<file path="src/rtl/mem_arbiter.sv">
// mem_arbiter: two-port arbiter that shares the single Pmmu memory port
// between the CPU control path (port 0) and the console/debug loader (port 1).
// A granted access is latched, issued to Pmmu with a one-cycle strobe, waits
// for mem_rdy_i (bounded by TIMEOUT), then acknowledges with a one-cycle pulse.
//
// Optional build macro:
//   ARB_FIXED_PRIO_EN - ties always go to port 1 (debug) instead of round-robin.
module mem_arbiter #(
    parameter int unsigned DATA_WIDTH = 32,
    parameter int unsigned TIMEOUT    = 255
) (
    input  logic                  clk_i,
    input  logic                  reset_i,

    input  logic                  m0_req_i,
    input  logic                  m0_wr_i,
    input  logic [DATA_WIDTH-1:0] m0_addr_i,
    input  logic [DATA_WIDTH-1:0] m0_wd_i,
    input  logic [2:0]            m0_funct3_i,
    output logic                  m0_gnt_o,
    output logic                  m0_ack_o,

    input  logic                  m1_req_i,
    input  logic                  m1_wr_i,
    input  logic [DATA_WIDTH-1:0] m1_addr_i,
    input  logic [DATA_WIDTH-1:0] m1_wd_i,
    input  logic [2:0]            m1_funct3_i,
    output logic                  m1_gnt_o,
    output logic                  m1_ack_o,

    output logic [DATA_WIDTH-1:0] rd_o,
    output logic                  err_o,

    output logic [DATA_WIDTH-1:0] mem_addr_o,
    output logic [DATA_WIDTH-1:0] mem_wd_o,
    output logic [2:0]            mem_funct3_o,
    output logic                  mem_wr_o,
    output logic                  mem_rd_o,
    input  logic [DATA_WIDTH-1:0] mem_rd_i,
    input  logic                  mem_rdy_i
);

    // Counter only needs to reach TIMEOUT; it never wraps.
    localparam int unsigned      CNT_W       = (TIMEOUT < 2) ? 1 : $clog2(TIMEOUT + 1);
    localparam logic [CNT_W-1:0] TIMEOUT_CNT = CNT_W'(TIMEOUT);

    typedef enum logic [1:0] {
        IDLE  = 2'd0,
        ISSUE = 2'd1,
        WAIT  = 2'd2,
        DONE  = 2'd3
    } state_t;

    state_t                state;
    state_t                next_state;

    logic                  owner;        // 0 = CPU port, 1 = debug port
    logic                  cmd_wr;
    logic [DATA_WIDTH-1:0] cmd_addr;
    logic [DATA_WIDTH-1:0] cmd_wd;
    logic [2:0]            cmd_funct3;
    logic                  timed_out;
    logic [CNT_W-1:0]      count;

    logic                  take;         // a grant happens at this edge
    logic                  winner;       // port granted at this edge
    logic                  tie_winner;   // port that wins when both request
    logic                  timeout_hit;  // WAIT gives up at this edge

`ifdef ARB_FIXED_PRIO_EN
    // Debug port always wins a tie so the console can freeze CPU traffic.
    assign tie_winner = 1'b1;
`else
    logic last;                          // owner of the most recent access

    assign tie_winner = ~last;

    // Round-robin history: remember who was served last; CPU wins first tie.
    always_ff @(posedge clk_i or negedge reset_i) begin
        if (!reset_i) begin
            last <= 1'b1;
        end else if (state == DONE) begin
            last <= owner;
        end
    end
`endif

    // State register.
    always_ff @(posedge clk_i or negedge reset_i) begin
        if (!reset_i) begin
            state <= IDLE;
        end else begin
            state <= next_state;
        end
    end

    // Next-state logic, grant selection and timeout detection.
    always_comb begin
        next_state  = state;
        take        = 1'b0;
        winner      = 1'b0;
        timeout_hit = 1'b0;
        case (state)
            IDLE: begin
                if (m0_req_i || m1_req_i) begin
                    take       = 1'b1;
                    next_state = ISSUE;
                    if (m0_req_i && m1_req_i) begin
                        winner = tie_winner;
                    end else begin
                        winner = m1_req_i;
                    end
                end
            end
            ISSUE: begin
                next_state = WAIT;
            end
            WAIT: begin
                if (mem_rdy_i) begin
                    next_state = DONE;
                end else if (count == TIMEOUT_CNT) begin
                    timeout_hit = 1'b1;
                    next_state  = DONE;
                end
            end
            DONE: begin
                next_state = IDLE;
            end
            default: begin
                next_state = IDLE;
            end
        endcase
    end

    // Command latch: the winner's command is captured on the grant edge so
    // the requester may change its inputs or drop req afterwards.
    always_ff @(posedge clk_i or negedge reset_i) begin
        if (!reset_i) begin
            owner      <= 1'b0;
            cmd_wr     <= 1'b0;
            cmd_addr   <= '0;
            cmd_wd     <= '0;
            cmd_funct3 <= '0;
        end else if (take) begin
            owner      <= winner;
            cmd_wr     <= winner ? m1_wr_i     : m0_wr_i;
            cmd_addr   <= winner ? m1_addr_i   : m0_addr_i;
            cmd_wd     <= winner ? m1_wd_i     : m0_wd_i;
            cmd_funct3 <= winner ? m1_funct3_i : m0_funct3_i;
        end
    end

    // Wait counter, read-data capture and timeout flag.
    always_ff @(posedge clk_i or negedge reset_i) begin
        if (!reset_i) begin
            count     <= '0;
            timed_out <= 1'b0;
            rd_o      <= '0;
        end else begin
            case (state)
                IDLE: begin
                    if (take) begin
                        timed_out <= 1'b0;
                    end
                end
                ISSUE: begin
                    count <= '0;
                end
                WAIT: begin
                    if (mem_rdy_i) begin
                        if (!cmd_wr) begin
                            rd_o <= mem_rd_i;
                        end
                    end else if (timeout_hit) begin
                        rd_o      <= '0;
                        timed_out <= 1'b1;
                    end else begin
                        count <= count + CNT_W'(1);
                    end
                end
                default: begin
                end
            endcase
        end
    end

    // Outputs are decoded from registered state only.
    assign m0_gnt_o     = (state != IDLE) && !owner;
    assign m1_gnt_o     = (state != IDLE) &&  owner;
    assign m0_ack_o     = (state == DONE) && !owner;
    assign m1_ack_o     = (state == DONE) &&  owner;
    assign err_o        = (state == DONE) && timed_out;
    assign mem_wr_o     = (state == ISSUE) &&  cmd_wr;
    assign mem_rd_o     = (state == ISSUE) && !cmd_wr;
    assign mem_addr_o   = cmd_addr;
    assign mem_wd_o     = cmd_wd;
    assign mem_funct3_o = cmd_funct3;

endmodule

</file>
<file path="config.mk">
export PLATFORM = sky130hd
export DESIGN_NAME = mem_arbiter
export DESIGN_NICKNAME = d
export VERILOG_FILES = /design/src/rtl/mem_arbiter.sv
export SDC_FILE = /design/constraint.sdc
export NUM_CORES = 1
export LEC_CHECK = 0
export BUFFER_PORTS_ARGS = -buffer_cell sky130_fd_sc_hd__buf_2
export CORE_MARGIN = 2
export CORE_UTILIZATION = 25
export CTS_BUF_LIST = sky130_fd_sc_hd__clkbuf_2
export DETAILED_ROUTE_END_ITERATION = 8
export GPL_ROUTABILITY_DRIVEN = 0
export SKIP_LAST_GASP = 1
export SLEW_MARGIN = 20
export SYNTH_ARGS = -nofsm -noshare
export SYNTH_HDL_FRONTEND = slang
export SYNTH_SLANG_ARGS = --single-unit
</file>
<file path="constraint.sdc">
create_clock -name clk_i -period 1.98 [get_ports clk_i]
set_input_delay 0.396 -clock clk_i [delete_from_list [all_inputs] [get_ports clk_i]]
set_output_delay 0.396 -clock clk_i [all_outputs]
set_load 0.01 [all_outputs]
</file>
Yosys cells after proc, flatten, opt, wreduce, memory -nomap -nowiden
Cells that the tools add are included.

word-level totals
  register bits = 113
  input bits = 173

cells by class
  eq/ne operators = 11
  $add $sub $neg = 1
  muxes and demuxes = 26
  reductions and logical operators = 20
  bitwise gates (word level) = 1

operator list
  kind                                                 count
  two-way mux 32 bit                                   5
  two-way mux 8 bit                                    2
  one-hot mux 8 bit (2 select lines)                   1
  two-way mux 1 bit                                    12
  inequality test 2 bit, second input constant         6
  adder 8 x 1 -> 8 bit, second input constant          1
  equality test 8 bit, second input constant           1
  logical AND 1 bit                                    8
  one-hot mux 2 bit (4 select lines)                   1
  nonzero test 2 bit                                   4
  two-way mux 2 bit                                    3
  AND reduction 3 bit                                  2
  equality test 2 bit, second input constant           2
  AND reduction 4 bit                                  1
  two-way mux 3 bit                                    1
  inequality test 3 bit, second input constant         1
  equality test 2 x 1 -> 1 bit, second input constant  1
  logical NOT 1 bit                                    2
  logical NOT 2 bit                                    1
  one-hot mux 1 bit (2 select lines)                   1
  AND reduction 2 bit                                  1
  logical OR 1 bit                                     1
  inverter 1 bit                                       1

Longest topological paths before layout
  depth after elaboration = 7
  mapped depth = 8

Least setup slack after synthesis
OpenSTA, ideal clock, no wires.

  path kind = reg-to-reg
  from = register state[0]
  to = register cmd_addr[19], in the netlist mem_addr_o[19]
  path buffers = 3
  cell stages (with the launch flop) = 9
  setup time = 136 ps
  setup slack = 438 ps
  period minus slack after synthesis = 1542 ps
  arrival = 1406 ps
  data required time = 1844 ps
  cells stage by stage = dfrtp_1 inv_1 ha_1 o21ai_1 buf_2 buf_4 buf_4 nand2_1 o21ai_0

between the ends
  word-level cells in the longest chain between the ends = 3

ends and longest elaborated chain
  element                 line  source
  start, declared         54    state_t state;
  start signal, assigned  93    state <= next_state;
  logical NOT 2 bit *     103   case (state)
  two-way mux 1 bit       103
  two-way mux 32 bit      147   cmd_addr <= winner ? m1_addr_i : m0_addr_i;
  end signal, assigned    147
  end, declared           59    logic [DATA_WIDTH-1:0] cmd_addr;

Mark *: on every way between the ends. The rest lies on a longest branch, timed or not.
A chain may end at the register's enable or synchronous reset.

Worst setup path in the final report
  from = register state[0]
  to = output mem_wr_o

between the ends
  word-level cells in the longest chain between the ends = 2

ends and longest elaborated chain
  element                       line  source
  equality test 2 x 1 -> 1 bit  193   assign mem_wr_o = (state == ISSUE) && cmd_wr;
  logical AND 1 bit             193
  end, declared                 37    output logic mem_wr_o,

No other way between the ends.

==> impl_metrics.tcl <==
set metrics [dict create \
    fillCellCount 2076 \
    ios 279 \
    grt_usage_pct 16.3 \
    timing.rr.start "last$_DFFE_PN1N_" \
    drive_above_1_share_pct 35.7 \
    ys_warn_count 0 \
    ys.flop_type "dfrtp_1" \
    design_area_um2 9330 \
    async_flop_share_pct 100 \
    synth_top_family_by_area "compound AO/OA/AOI/OAI gates" \
    antenna_found_initial 0 \
    clkTransAtPathRegs_ns 0.20 \
    cp-start-kind "register" \
    hold_start "m1_wd_i[15]" \
    core-area_um2 21900 \
    drc 0 \
    synth-edff-count 0 \
    internal_power_mw 6.38 \
    synth_cell_types 45 \
    synth_seq_cells 113 \
    final_cell_mix "buf_2, dlygate4sd3_1, dfrtp_1, nand2_1, o21ai_0" \
    dr.pass1.iters 4 \
    slew_viol_final 0 \
    die_w_um 153 \
    cts_tree "done" \
    clk_latency_ns 0.69 \
    regToRegSetupSlack_ns 0.08 \
    drtAntennaViolNets 0 \
    netlist_area_um2 5580 \
    fmax_ghz 0.470 \
    vias 5786 \
    status "finished with violations" \
    wire_per_inst_um 14.9 \
    maxCapViolations 0 \
    final_common_cell "buf_2" \
    violations "negative setup slack" \
    p_comb_share_pct 48.5 \
    r2r.worst_path.cells 6 \
    numCtsBuffers 17 \
    viasPerCell 4.48 \
    area_growth_pct 67.2 \
    p_clk_share_pct 14.9 \
    syn_avg_cell_area_um2 10.1 \
    dp_slack_ns 0.157 \
    grt_max_degree 64 \
    synth_fa_ha_area_share_pct 1.12 \
    dp.cells 1091 \
    slew_headroom_pct 58.9 \
    grt-ovfl-total 0 \
    worstPathMaxFanout 4 \
    netSwitchingPower_mw 4.55 \
    power.leakage_nw 4.55 \
    synthCells 550 \
    fin_ws_ns -0.146 \
    clock_skew_ns 0.0461 \
    min_path_cells 3 \
    ys_seq_area_share_pct 50.7 \
    initialDrtViolationCount 282 \
    fin_nets 1177 \
    cts_buffer_depth 2 \
    hold_violations 0 \
    wl_um 19300 \
    cts_sinks 113 \
    root_buffer "clkbuf_2" \
    crit_type "reg2out" \
    reg2reg_to "mem_wd_o[3]$_DFFE_PN0P_" \
    synth_compound_gate_area_share_pct 16.2 \
    fin_crit_ns 2.13 \
    fin_cells 1292 \
    portBuffers 278 \
    pwr-share-seq_pct 36.5 \
    dieArea_um2 23500 \
    whs_endpoint "mem_wd_o[15]$_DFFE_PN0P_" \
    num_antenna_cells 0 \
    placed_area_um2 7310 \
    worst_pin_slew_ns 0.614 \
    final.period_utilization_pct 107 \
    hpwlAfterDp_um 11700 \
    p_per_area_nw_per_um2 1170 \
    endpoint_kind "output pin" \
    synth.area.mux_share_pct 12.9 \
    grt_setup_unrepaired "true" \
    cp.required_ns 1.58 \
    grt_pass1_vias 6276 \
    post_synth_xor_area_fraction_pct 0 \
    die_h_um 153 \
    h-tree-depth 4 \
    synth_simple_gate_area_share_pct 14.5 \
    swShare_pct 41.6 \
    fin_util_pct 42.6 \
    grt_pass1_wl_um 31200 \
    start_util_pct 25.5 \
    ir_worst_vdd_uv 524 \
    critPathArrivalTime_ns 1.73 \
    syn_nets 728 \
    hp-class "in2reg" \
    finalSetupViolCount 7 \
    num_rows 54 \
]
## synth_stat cells, drive strengths merged (3+ instances only)
cell / number / area share (%)
o21ai: 97 / 9.4
nor2: 3 / 0.20
nand2b: 9 / 1.0
inv: 3 / 0.20
ha: 5 / 1.1
o211ai: 4 / 0.54
o221ai: 6 / 0.94
dfrtp: 112 / 50
mux2i: 71 / 13
clkbuf: 12 / 0.81
and2: 4 / 0.45
nor2b: 32 / 3.6
a22oi: 7 / 0.94
a21oi: 28 / 2.5
buf: 25 / 3.6
nand2: 106 / 7.1
## worst max-delay path: stages (launching register included)
cell,delay [ns]
dfrtp_2,0.49
buf_6,0.13
ha_4,0.17
and2_1,0.13
buf_2,0.13
## sequential cells by signal, indices dropped and copies added, names as in the netlist
signal / flops
timed_out: 1
last: 1
owner: 1
state: 2
mem_addr_o: 32
count: 8
mem_wd_o: 32
rd_o: 32
cmd_wr: 1
mem_funct3_o: 3
## area by class of cell
type                            instances  area, µm²  share of cell area, %
Sequential cell                       113       2830                   30.3
Tap cell                              280        350                   3.76
Clock buffer                           17       85.1                  0.912
Inverter                                3       11.3                  0.121
Timing Repair Buffer                  467       3340                   35.8
Multi-Input combinational cell        397       2560                   27.4
Clock inverter                         15        155                   1.66
## metrics by stage
stage / TNS, ns / hold WS (ns) / total power [mW]
after floorplan: 0 / 0.100 / 6.89
after global placement: 0 / 0.417 / 8.68
after detailed placement: 0 / 0.417 / 8.82
after CTS: -1.59 / 0.00847 / 10.9
after global routing: -1.91 / 0.00252 / 11.9
final: -0.717 / 0.0191 / 10.9
## kinds of logic after synthesis
logic type | Yosys count
adders and majority gates | 5
AOI/OAI and AO/OA | 154
DFF | 113
muxes | 72
buffers and inverters | 40
and+or+nand+nor | 166
## what timing repair did
item	CTS	global route
gates cloned	0	1
resized for setup	6	16
setup buffers	2	3
endpoints found under the setup margin	7	26
hold buffers	166	1
pin swaps	0	2
endpoints found under the hold margin	212	1
## worst max-delay path by stage
stage | depth (start not counted) | to | slack, ns | start
CTS | 4 | mem_rd_o | -0.25 | state[0]$_DFFE_PN0P_
global placement | 6 | rd_o[26]$_DFFE_PN0P_ | 0.26 | state[0]$_DFFE_PN0P_
floorplan | 8 | mem_addr_o[19]$_DFFE_PN0P_ | 0.44 | state[0]$_DFFE_PN0P_
detailed placement | 6 | rd_o[31]$_DFFE_PN0P_ | 0.16 | state[0]$_DFFE_PN0P_
global route | 4 | mem_wr_o | -0.29 | state[0]$_DFFE_PN0P_
finish | 4 | mem_wr_o | -0.15 | state[0]$_DFFE_PN0P_
## layer usage
metal / vias up / part of all wire [%] / global-route usage (%)
li1: 2820 / - / -
met3: 33 / 6.2 / 3.74
met1: 2690 / 43 / 20.1
met2: 243 / 49 / 28.0
met5: - / 0 / 0
met4: 0 / 2.4 / 6.20
## power groups by stage
stage	Combinational, mW	Sequential [mW]	Clock (mW)
floorplan	2.52	4.37	0
global placement	4.69	3.99	0
detailed placement	4.81	4.01	0
CTS	5.19	3.98	1.70
global route	5.91	4.15	1.82
finish	5.30	3.99	1.63
Note: power is estimated with default switching activity, not from simulation.
